File: src/rtl/warp_fetch_scheduler.sv
// Per-warp fetch scheduler: round-robin selection of up to two distinct warps per cycle
// for the two IF lanes, tracking per-warp fetch state and I-buffer credits.
module warp_fetch_scheduler #(
    parameter int unsigned IB_DEPTH = 2,
    parameter int unsigned CW       = 2
) (
    input  logic       clk,
    input  logic       rst_n,
    input  logic [7:0] Warp_Start,
    input  logic [7:0] Dec_Valid0,
    input  logic [7:0] Dec_Valid1,
    input  logic       Dec_Ctrl0,
    input  logic       Dec_Ctrl1,
    input  logic       Dec_Exit0,
    input  logic       Dec_Exit1,
    input  logic [7:0] Br_Resolve,
    input  logic [7:0] IB_Pop,
    output logic [7:0] Grant_IF0,
    output logic [7:0] Grant_IF1,
    output logic [7:0] Warp_Idle,
    output logic [7:0] Credit_Empty
);

    localparam int unsigned NW = 8;

    typedef enum logic [1:0] {
        ST_IDLE,
        ST_READY,
        ST_INFLIGHT,
        ST_BRWAIT
    } wstate_e;

    wstate_e           state_q [NW];
    wstate_e           state_d [NW];
    logic [CW-1:0]     credit_q [NW];
    logic [CW-1:0]     credit_d [NW];
    logic [2:0]        ptr_q, ptr_d;
    logic [NW-1:0]     grant0_q, grant0_d;
    logic [NW-1:0]     grant1_q, grant1_d;
    logic [NW-1:0]     idle_q, idle_d;
    logic [NW-1:0]     cempty_q, cempty_d;

    logic [NW-1:0]     elig;
    logic [2:0]        scan_idx;
    logic [2:0]        idx0, idx1;
    logic              found0, found1;

    // Two-deep round-robin scan starting at ptr, using start-of-cycle state only
    always_comb begin
        elig     = '0;
        scan_idx = '0;
        idx0     = '0;
        idx1     = '0;
        found0   = 1'b0;
        found1   = 1'b0;
        grant0_d = '0;
        grant1_d = '0;
        ptr_d    = ptr_q;
        for (int i = 0; i < int'(NW); i++) begin
            elig[i] = (state_q[i] == ST_READY) && (credit_q[i] != '0);
        end
        for (int k = 0; k < int'(NW); k++) begin
            scan_idx = ptr_q + 3'(k);
            if (elig[scan_idx]) begin
                if (!found0) begin
                    found0 = 1'b1;
                    idx0   = scan_idx;
                end else if (!found1) begin
                    found1 = 1'b1;
                    idx1   = scan_idx;
                end
            end
        end
        if (found0) begin
            grant0_d[idx0] = 1'b1;
            ptr_d          = idx0 + 3'd1;
        end
        if (found1) begin
            grant1_d[idx1] = 1'b1;
            ptr_d          = idx1 + 3'd1;
        end
    end

    // Per-warp state and credit next-state; lane 0 wins when both lanes return the same warp
    always_comb begin
        idle_d   = '0;
        cempty_d = '0;
        for (int i = 0; i < int'(NW); i++) begin
            logic granted;
            logic ret_ctrl;
            logic ret_exit;
            state_d[i]  = state_q[i];
            credit_d[i] = credit_q[i];
            granted     = grant0_d[i] | grant1_d[i];
            ret_ctrl    = Dec_Valid0[i] ? Dec_Ctrl0 : Dec_Ctrl1;
            ret_exit    = Dec_Valid0[i] ? Dec_Exit0 : Dec_Exit1;
            case (state_q[i])
                ST_IDLE:     if (Warp_Start[i]) state_d[i] = ST_READY;
                ST_READY:    if (granted) state_d[i] = ST_INFLIGHT;
                ST_INFLIGHT: begin
                    if (Dec_Valid0[i] || Dec_Valid1[i]) begin
                        if (ret_exit) begin
                            state_d[i] = ST_IDLE;
                        end else if (ret_ctrl) begin
                            state_d[i] = ST_BRWAIT;
                        end else begin
                            state_d[i] = ST_READY;
                        end
                    end
                end
                ST_BRWAIT:   if (Br_Resolve[i]) state_d[i] = ST_READY;
                default:     state_d[i] = ST_IDLE;
            endcase
            if (granted && !IB_Pop[i]) begin
                credit_d[i] = credit_q[i] - CW'(1);
            end else if (!granted && IB_Pop[i] && (credit_q[i] < CW'(IB_DEPTH))) begin
                credit_d[i] = credit_q[i] + CW'(1);
            end
            idle_d[i]   = (state_d[i] == ST_IDLE);
            cempty_d[i] = (credit_d[i] == '0);
        end
    end

    always_ff @(posedge clk or negedge rst_n) begin
        if (!rst_n) begin
            for (int i = 0; i < int'(NW); i++) begin
                state_q[i]  <= ST_IDLE;
                credit_q[i] <= CW'(IB_DEPTH);
            end
            ptr_q    <= '0;
            grant0_q <= '0;
            grant1_q <= '0;
            idle_q   <= '1;
            cempty_q <= '0;
        end else begin
            for (int i = 0; i < int'(NW); i++) begin
                state_q[i]  <= state_d[i];
                credit_q[i] <= credit_d[i];
            end
            ptr_q    <= ptr_d;
            grant0_q <= grant0_d;
            grant1_q <= grant1_d;
            idle_q   <= idle_d;
            cempty_q <= cempty_d;
        end
    end

    assign Grant_IF0    = grant0_q;
    assign Grant_IF1    = grant1_q;
    assign Warp_Idle    = idle_q;
    assign Credit_Empty = cempty_q;

endmodule

File: config.mk
export PLATFORM = sky130hd
export DESIGN_NAME = warp_fetch_scheduler
export DESIGN_NICKNAME = d
export VERILOG_FILES = /design/src/rtl/warp_fetch_scheduler.sv
export SDC_FILE = /design/constraint.sdc
export NUM_CORES = 1
export LEC_CHECK = 0
export CAP_MARGIN = 0
export CORE_ASPECT_RATIO = 0.7
export CORE_MARGIN = 2
export CORE_UTILIZATION = 30
export CTS_BUF_LIST = sky130_fd_sc_hd__clkbuf_16
export CTS_CLUSTER_DIAMETER = 40
export CTS_CLUSTER_SIZE = 10
export DETAILED_ROUTE_END_ITERATION = 8
export PLACE_DENSITY = 0.61
export SETUP_SLACK_MARGIN = 0.15
export SLEW_MARGIN = 5
export SYNTH_ARGS = -nofsm -noshare
export SYNTH_HDL_FRONTEND = slang
export SYNTH_SLANG_ARGS = --single-unit
File: constraint.sdc
create_clock -name clk -period 5.2 [get_ports clk]
set_input_delay 1.56 -clock clk [delete_from_list [all_inputs] [get_ports clk]]
set_output_delay 1.56 -clock clk [all_outputs]
set_load 0.005 [all_outputs]
# Word level (Yosys, flattened, before mapping)
# Index checks and enable logic that the tools add are counted.
totals:
  in_bits: 46
  regBits: 67
  output_inout_bits: 32
  elab_cells: 358
op_classes:
  n_addsub: 25
  muxes: 169
  bitwise_logic: 8
  reduce_logical: 91
  n_lt_le_gt_ge: 20
  n_eq_ne: 24
op_table:
  columns: ["cell", "count"]
  rows:
  - ["$mux W2", 64]
  - ["$mux W3", 37]
  - ["$pmux W2 S4", 8]
  - ["$logic_not A2 Y1", 24]
  - ["$mux W1", 48]
  - ["$lt A3 B4 Y1 const B", 10]
  - ["$logic_and A1 B1 Y1", 34]
  - ["$eq A2 B2 Y1 const B", 16]
  - ["$bmux W1 S3", 8]
  - ["$reduce_bool A2 Y1", 9]
  - ["$add A2 B1 Y2 const B", 8]
  - ["$eq A2 B1 Y1 const B", 8]
  - ["$logic_not A1 Y1", 16]
  - ["$lt A2 B2 Y1 const B", 8]
  - ["$mux W8", 2]
  - ["$sub A2 B1 Y2 const B", 8]
  - ["$add A3 B3 Y3 const B", 4]
  - ["$add A3 B1 Y3 const B", 3]
  - ["$logic_or A1 B1 Y1", 8]
  - ["$or A1 B1 Y1", 8]
  - ["$add A3 B2 Y3 const B", 2]
  - ["$demux W1 S3", 2]
  - ["$ge A3 B1 Y1 const B", 2]

# Depth between registers and ports, before layout
# Gate-level depths: netlist of the first run.
logic_depth:
  word_depth: 37
  depth_mapped: 19
  depth_no_buf: 17

# Worst setup path after synthesis of the first run
# OpenSTA, ideal clock, no wires.
synth_path:
  path_kind: "reg2reg"
  startpoint: "reg ptr_q[0]"
  endpoint: "reg cempty_q[5] (netlist: Credit_Empty[5])"
  path_buffers: 4
  slack_ns: 0.583
  stages_incl_launch_ff: 18
  period_less_slack_ns: 4.617
  t_required_ns: 5.096
  setup_time_ns: 0.104
  arrival_time_ns: 4.513
  path_cell_list: "dfrtp_1 -> inv_1 -> buf_2 -> clkbuf_1 -> ha_1 -> inv_2 -> buf_4 -> mux2i_1 -> mux4_2 -> o32a_4 -> or4_1 -> a22oi_1 -> a41o_1 -> nor3b_4 -> a31o_1 -> buf_6 -> or4_1 -> o311ai_1"
synth_via:
  elab_chain_len: 35
  word_cells_on_any_way: 100
  cone_classes: "7 x add/sub; 4 x order compare; 81 x mux; 1 x bitwise; 7 x reduce/logical"
synth_lines:
  columns: ["element", "line_no", "source"]
  rows:
  - ["start: declaration", "37", "logic [2:0] ptr_q, ptr_d;"]
  - ["start signal: assignment", "140", "ptr_q <= ptr_d;"]
  - ["branches (longest 28 deep; another with $add A3 B1 Y3)", null, null]
  - ["$or A1 B1 Y1 (*)", "94", "granted = grant0_d[i] | grant1_d[i];"]
  - ["$logic_not A1 Y1", "116", "end else if (!granted && IB_Pop[i] && (credit_q[i] < CW'(IB_DEPTH))) begin"]
  - ["$logic_and A1 B1 Y1 (2 in series)", "116", null]
  - ["$mux W2", "116", null]
  - ["$mux W2 (*)", "114", "if (granted && !IB_Pop[i]) begin"]
  - ["$logic_not A2 Y1 (*)", "120", "cempty_d[i] = (credit_d[i] == '0);"]
  - ["net cempty_d[5]", "41", "logic [NW-1:0] cempty_q, cempty_d;"]
  - ["end signal: assignment", "144", "cempty_q <= cempty_d;"]
  - ["end: declaration", "41", null]
# Mark *: on every way through the listed nets, which the timed path passes. The select of a mux whose other input is x is not followed.
# A chain may end at the register's enable or synchronous reset.

# Worst setup path in the final report of the first run
layout_path:
  startpoint: "reg ptr_q[0]"
  endpoint: "reg cempty_q[5] (netlist: Credit_Empty[5])"
layout_via:
  word_cells_on_any_way: 100
  cone_classes: "7 x add/sub; 4 x order compare; 81 x mux; 1 x bitwise; 7 x reduce/logical"
layout_lines:
  columns: ["element", "line_no", "source"]
  rows:
  - ["branches (longest 21 deep; another with $add A3 B1 Y3)", null, null]
  - ["$mux W8 (*)", "74", "if (found0) begin"]
  - ["net grant0_d[5]", "38", "logic [NW-1:0] grant0_q, grant0_d;"]
  - ["$or A1 B1 Y1 (*)", "94", null]
  - ["$logic_not A1 Y1", "116", null]
  - ["$logic_and A1 B1 Y1 (2 in series)", "116", null]
  - ["$mux W2", "116", null]
  - ["$mux W2 (*)", "114", null]
  - ["$logic_not A2 Y1 (*)", "120", null]
  - ["net cempty_d[5]", "41", null]
# Marks and branches as above.

==> results.json, run 1 <==
{
  "gp_congestion": 0.9598,
  "synth_top_cell_by_area": "dfrtp_1",
  "synth_seq_cells": 67,
  "rsz0062_at_grt": "false",
  "hpwl_um": 13240,
  "grt.total_usage": 0.1741,
  "die_h_um": 119.8,
  "worstHoldPathCells": 1,
  "area_growth_syn_to_layout_pct": 22.65,
  "diodes": 0,
  "grt_pass1_vias": 5111,
  "via_per_inst": 5.681,
  "insertion_delay_ns": 0.34,
  "hold_start": "credit_q[12]",
  "overflow": 0,
  "vias": 5431,
  "syn_avg_cell_area_um2": 8.999,
  "cts_resized": 0,
  "initialDrtViolationCount": 448,
  "cp-start-kind": "flop",
  "holdBufCountCts": 0,
  "worst-r2r-cell-count": 13,
  "hold_violations": 0,
  "final.setup.tns_ns": 0,
  "cp.arrival_ns": 4.88,
  "worstSetupPathType": "reg -> reg",
  "slew_headroom": 0.3348,
  "numClockSinks": 67,
  "drive_above_1_share": 0.1373,
  "routed_wl_um": 17180,
  "maxSlewViolCount": 0,
  "die_w_um": 169.5,
  "htree_levels": 3,
  "portBuffers": 77,
  "final_common_cell": "clkdlybuf4s50_1",
  "synth_area_leaders": "dfrtp_1 (22%), dfstp_2 (7.3%), mux4_2 (5.5%)",
  "required_ns": 5.44,
  "synth_flop_cell": "dfrtp_1",
  "grt_max_degree": 41,
  "crit_fanout": 10,
  "synthArstFlopShare": 1.000,
  "fmax_ghz": 0.2157,
  "start_util": 0.3048,
  "r2r_setup_slack_ns": 0.56,
  "worst_slew_pin_slew_ns": 0.9700,
  "hold_path_end": "Credit_Empty[1]",
  "grt_first_pass_wirelength_um": 27620,
  "synth_nets": 698,
  "antenna_found_initial": 0,
  "firstDrtPassIters": 5,
  "wl_per_cell_um": 17.97,
  "status": "completed",
  "route.detailed.drc": 0,
  "yosys_warnings": 0,
  "core_um2": 18870,
  "path_clk_slew_ns": 0.06,
  "root_buffer": "clkbuf_16",
  "synth_top_area_frac": 0.2219,
  "row_count": 42,
  "tritoncts": "done",
  "ant_nets": 0,
  "netlist_area_um2": 5751,
  "die_area_um2": 20310,
  "ios": 78,
  "ys_seq_area_frac": 0.2950,
  "synthCells": 639,
  "clockBufferDepth": 2,
  "period_needed_ns": 4.637,
  "min_path_type": "reg -> reg",
  "post-route-period-util": 0.8917,
  "setup_viol": 0,
  "clock_skew_ns": 0.006482,
  "drv_cap": 0,
  "cts_made_buffers": 9,
  "end_kind": "flop",
  "most-common-layout-cells": "clkdlybuf4s50_1 (76), nand2_1 (70), dfrtp_1 (51)",
  "synth_cell_type_count": 96,
  "r2r_start": "ptr_q[0]",
  "r2r_end": "Credit_Empty[5]",
  "post-cts-setup-buffers": 0,
  "fin_nets": 768,
  "synth_edf_count": 0
}
-- worst max-delay path, stage by stage (launching register included) --
cell and delay (ns):
dfrtp_1 0.34, inv_1 0.06, ha_1 0.48, nor4b_1 0.11, a2111oi_1 0.74, or4_1 0.51, nand3_4 0.25, a311oi_1 0.26
o21ai_1 0.12, a32oi_1 0.57, nor3_1 0.17, a31o_1 0.35, or4_1 0.50, o311ai_1 0.08
-- flip-flops by register name, summed over array words and instances, names as in the netlist --
register and cells:
Credit_Empty 8, Grant_IF0 8, Grant_IF1 8, Warp_Idle 8
credit_q 16, ptr_q 3, state_q 16
-- per-stage QoR --
stage / hold WS [ns] / utilization / instance area [um^2] / std cells / setup slack (ns)
floorplan: 0.4516 / - / 5751 / 639 / 0.5828
global placement: 0.4742 / 0.3572 / 6739 / 940 / 0.5271
detailed placement: 0.4761 / 0.3572 / 6739 / 940 / 0.5597
CTS: 0.4838 / 0.3735 / 7047 / 956 / 0.5356
global route: 0.5141 / 0.3739 / 7053 / 956 / 0.2570
finish: 0.4813 / 0.3739 / 7053 / 956 / 0.5633
-- layout make-up --
cell class	count	area, um^2
sequential	67	1697
fill	1884	11810
tap	242	302.8
multi-input combinational	510	3770
timing repair buffer	89	855.8
clock inverter	7	82.58
inverter	32	120.1
clock buffer	9	225.2
-- cell families after synthesis --
| kind of cell | share of synthesized area |
|---|---|
| muxes | 0.1014 |
| and+or+nand+nor | 0.2522 |
| buffers and inverters | 0.05048 |
| xor gates and xnor gates | 0.03024 |
| AOI/OAI and AO/OA | 0.2406 |
| DFF | 0.2950 |
| adders and majority gates | 0.03003 |
-- worst max path at each step --
| stage | from | to | slack, ns | cells after the start |
|---|---|---|---|---|
| 6_report | ptr_q[0] | Credit_Empty[5] | 0.56 | 13 |
| 5_1_grt | credit_q[15] | ptr_q[2] | 0.26 | 16 |
| 4_1_cts | credit_q[14] | Credit_Empty[5] | 0.54 | 15 |
| 3_5_place_dp | credit_q[14] | Credit_Empty[5] | 0.56 | 15 |
| 3_3_place_gp | credit_q[10] | Credit_Empty[5] | 0.53 | 15 |
| 2_1_floorplan | ptr_q[0] | Credit_Empty[5] | 0.58 | 17 |
-- per-layer routing --
layer	vias up	wire length [um]	global-route usage
met5	-	0	0
met1	2582	8376	0.2596
met2	239	6872	0.2360
met4	0	230	0.04167
met3	20	1699	0.06234
li1	2590	-	-
-- Yosys cell counts (7+ instances only) --
library cell	number
o21ai_0	29
o211ai_1	7
ha_1	13
nand2_1	70
dfstp_2	16
mux4_2	14
nor2_1	35
nor3b_1	10
mux2i_1	23
o31ai_1	8
nor3_1	27
nand3_1	22
and2_1	11
buf_2	16
a21oi_1	37
or3_1	12
xnor2_1	14
or3b_1	8
inv_1	28
dfrtp_1	51
nor2b_1	8
a211oi_1	10
Power of run 1 is not shown: default switching activity piles up to over one toggle a cycle in this logic, so the estimate is an artifact.
==> run 2: changes to the inputs <==
--- a/config.mk
+++ b/config.mk
@@ -14,6 +14,7 @@
 export CTS_CLUSTER_SIZE = 10
 export DETAILED_ROUTE_END_ITERATION = 8
 export PLACE_DENSITY = 0.61
+export RECOVER_POWER = 25
 export SETUP_SLACK_MARGIN = 0.15
 export SLEW_MARGIN = 5
 export SYNTH_ARGS = -nofsm -noshare
==> run 2 against run 1 <==
  * The flow now finishes with violations (capacitance limit, slew limit)
  * Die area is the same
  * Flip-flop and latch count is the same
  * Setup slack is essentially flat
  * First-iteration DRC count grew 0.22%
  * Design area is essentially flat
  * Routed wire length is essentially flat
==> results.json, run 2 (synthesis results as in run 1) <==
{
  "grt_first_pass_wirelength_um": 27620,
  "final.setup.tns_ns": 0,
  "post-route-period-util": 0.8917,
  "critPathMostFrequentCell": "or4_1",
  "crit_fanout": 10,
  "fin_nets": 768,
  "grt_max_degree": 41,
  "path_clk_slew_ns": 0.06,
  "critPathTopFamily": "compound AO/OA/AOI/OAI gates",
  "htree_levels": 3,
  "tritoncts": "done",
  "numClockSinks": 67,
  "cp-start-kind": "flop",
  "drive_above_1_share": 0.1345,
  "wl_per_cell_um": 17.97,
  "overflow": 0,
  "ant_nets": 0,
  "via_per_inst": 5.683,
  "grt_pass1_vias": 5111,
  "required_ns": 5.44,
  "die_w_um": 169.5,
  "row_count": 42,
  "slew_headroom": -0.5126,
  "cp.buffers_inverters": 1,
  "gp_congestion": 0.9598,
  "hpwl_um": 13240,
  "start_util": 0.3048,
  "cts_made_buffers": 9,
  "vias": 5433,
  "die_h_um": 119.8,
  "routed_wl_um": 17180,
  "cp.arrival_ns": 4.88,
  "core_um2": 18870,
  "diodes": 0,
  "die_area_um2": 20310,
  "slowest_delay_ns": 0.74,
  "min_path_type": "reg -> reg",
  "worst_slew_pin_slew_ns": 2.269,
  "slowest_stage": "a2111oi_1",
  "crit_chain": "inv_1 > ha_1 > nor4b_1 > a2111oi_1 > or4_1 > nand3_4 > a311oi_1 > o21ai_1 > a32oi_1 > nor3_1 > a31o_1 > or4_1 > o311ai_1",
  "final_common_cell": "clkdlybuf4s50_1",
  "hold_violations": 0,
  "status": "finished, violations left",
  "ios": 78,
  "period_needed_ns": 4.637,
  "antenna_found_initial": 0,
  "route.detailed.drc": 0,
  "firstDrtPassIters": 5,
  "fmax_ghz": 0.2157,
  "worstSetupPathType": "reg -> reg",
  "insertion_delay_ns": 0.34,
  "violations": "capacitance limit, slew limit",
  "initialDrtViolationCount": 449,
  "grt.total_usage": 0.1741,
  "root_buffer": "clkbuf_16",
  "maxSlewViolCount": 41,
  "end_kind": "flop",
  "rsz0062_at_grt": "false",
  "portBuffers": 77,
  "reg_top3": "credit_q x16, state_q x16",
  "most-common-layout-cells": "clkdlybuf4s50_1 (76), nand2_1 (70), dfrtp_1 (51)",
  "clock_skew_ns": 0.006481,
  "clockBufferDepth": 2,
  "drv_cap": 1,
  "area_growth_syn_to_layout_pct": 22.56,
  "post-cts-setup-buffers": 0,
  "setup_viol": 0
}
[run 2: changes by cell type in the layout (fill, tap and decap cells not counted)]
| cell | previous run | this run |
|---|---|---|
| clkbuf_1 | 0 | 2 |
| buf_2 | 1 | 0 |
| buf_4 | 12 | 11 |
[run 2: final cells by class]
cell class | instances | area, um^2
fillers | 1887 | 11820
multi-input cells | 510 | 3770
flip-flops and latches | 67 | 1697
repair buffers | 89 | 850.8
well taps | 242 | 302.8
clock buffers | 9 | 225.2
inverters | 32 | 120.1
clock inverters | 7 | 82.58
[run 2: layer usage]
layer | vias to the layer above | part of all wire | track usage
li1 | 2591 | - | -
met1 | 2583 | 0.49 | 0.2596
met2 | 239 | 0.40 | 0.2360
met3 | 20 | 0.099 | 0.06234
met4 | 0 | 0.013 | 0.04167
met5 | - | 0 | 0
[run 2: what timing repair did]
item                                    4_1_cts  5_1_grt
endpoints found under the setup margin        0        2
endpoints found under the hold margin         0        0
hold buffers                                  0        0
gates resized for setup                       0        1
[run 2: metrics by stage]
stage,worst slack (ns),area (um^2),utilization,instances,hold WS [ns]
5_1_grt,0.2570,7048,0.3736,956,0.5141
2_1_floorplan,0.5828,5751,-,639,0.4516
3_3_place_gp,0.5271,6739,0.3572,940,0.4742
3_5_place_dp,0.5597,6739,0.3572,940,0.4761
4_1_cts,0.5356,7047,0.3735,956,0.4838
6_report,0.5633,7048,0.3736,956,0.4813
[run 2: path summary, 6_finish.rpt]
| path | slack [ns] | endpoint | startpoint | depth (start not counted) |
|---|---|---|---|---|
| worst max register to register | 0.56 | Credit_Empty[5] | ptr_q[0] | 13 |
| min in group asynchronous | 1.89 | Credit_Empty[2] | rst_n | 1 |
| worst max-delay path | 0.56 | Credit_Empty[5] | ptr_q[0] | 13 |
| max in group asynchronous | 1.06 | state_q[12] | rst_n | 2 |
| worst min register to register | 0.48 | Credit_Empty[1] | credit_q[12] | 1 |
| worst min-delay path | 0.48 | Credit_Empty[1] | credit_q[12] | 1 |
[run 2: worst reg2reg max path, cell delays in order, from the launching register on]
cell and delay, ns:
dfrtp_1 0.34, inv_1 0.06, ha_1 0.48, nor4b_1 0.11, a2111oi_1 0.75, or4_1 0.51, nand3_4 0.26, a311oi_1 0.26
o21ai_1 0.12, a32oi_1 0.57, nor3_1 0.17, a31o_1 0.35, or4_1 0.51, o311ai_1 0.08
Power of run 2 is left out for the same reason.
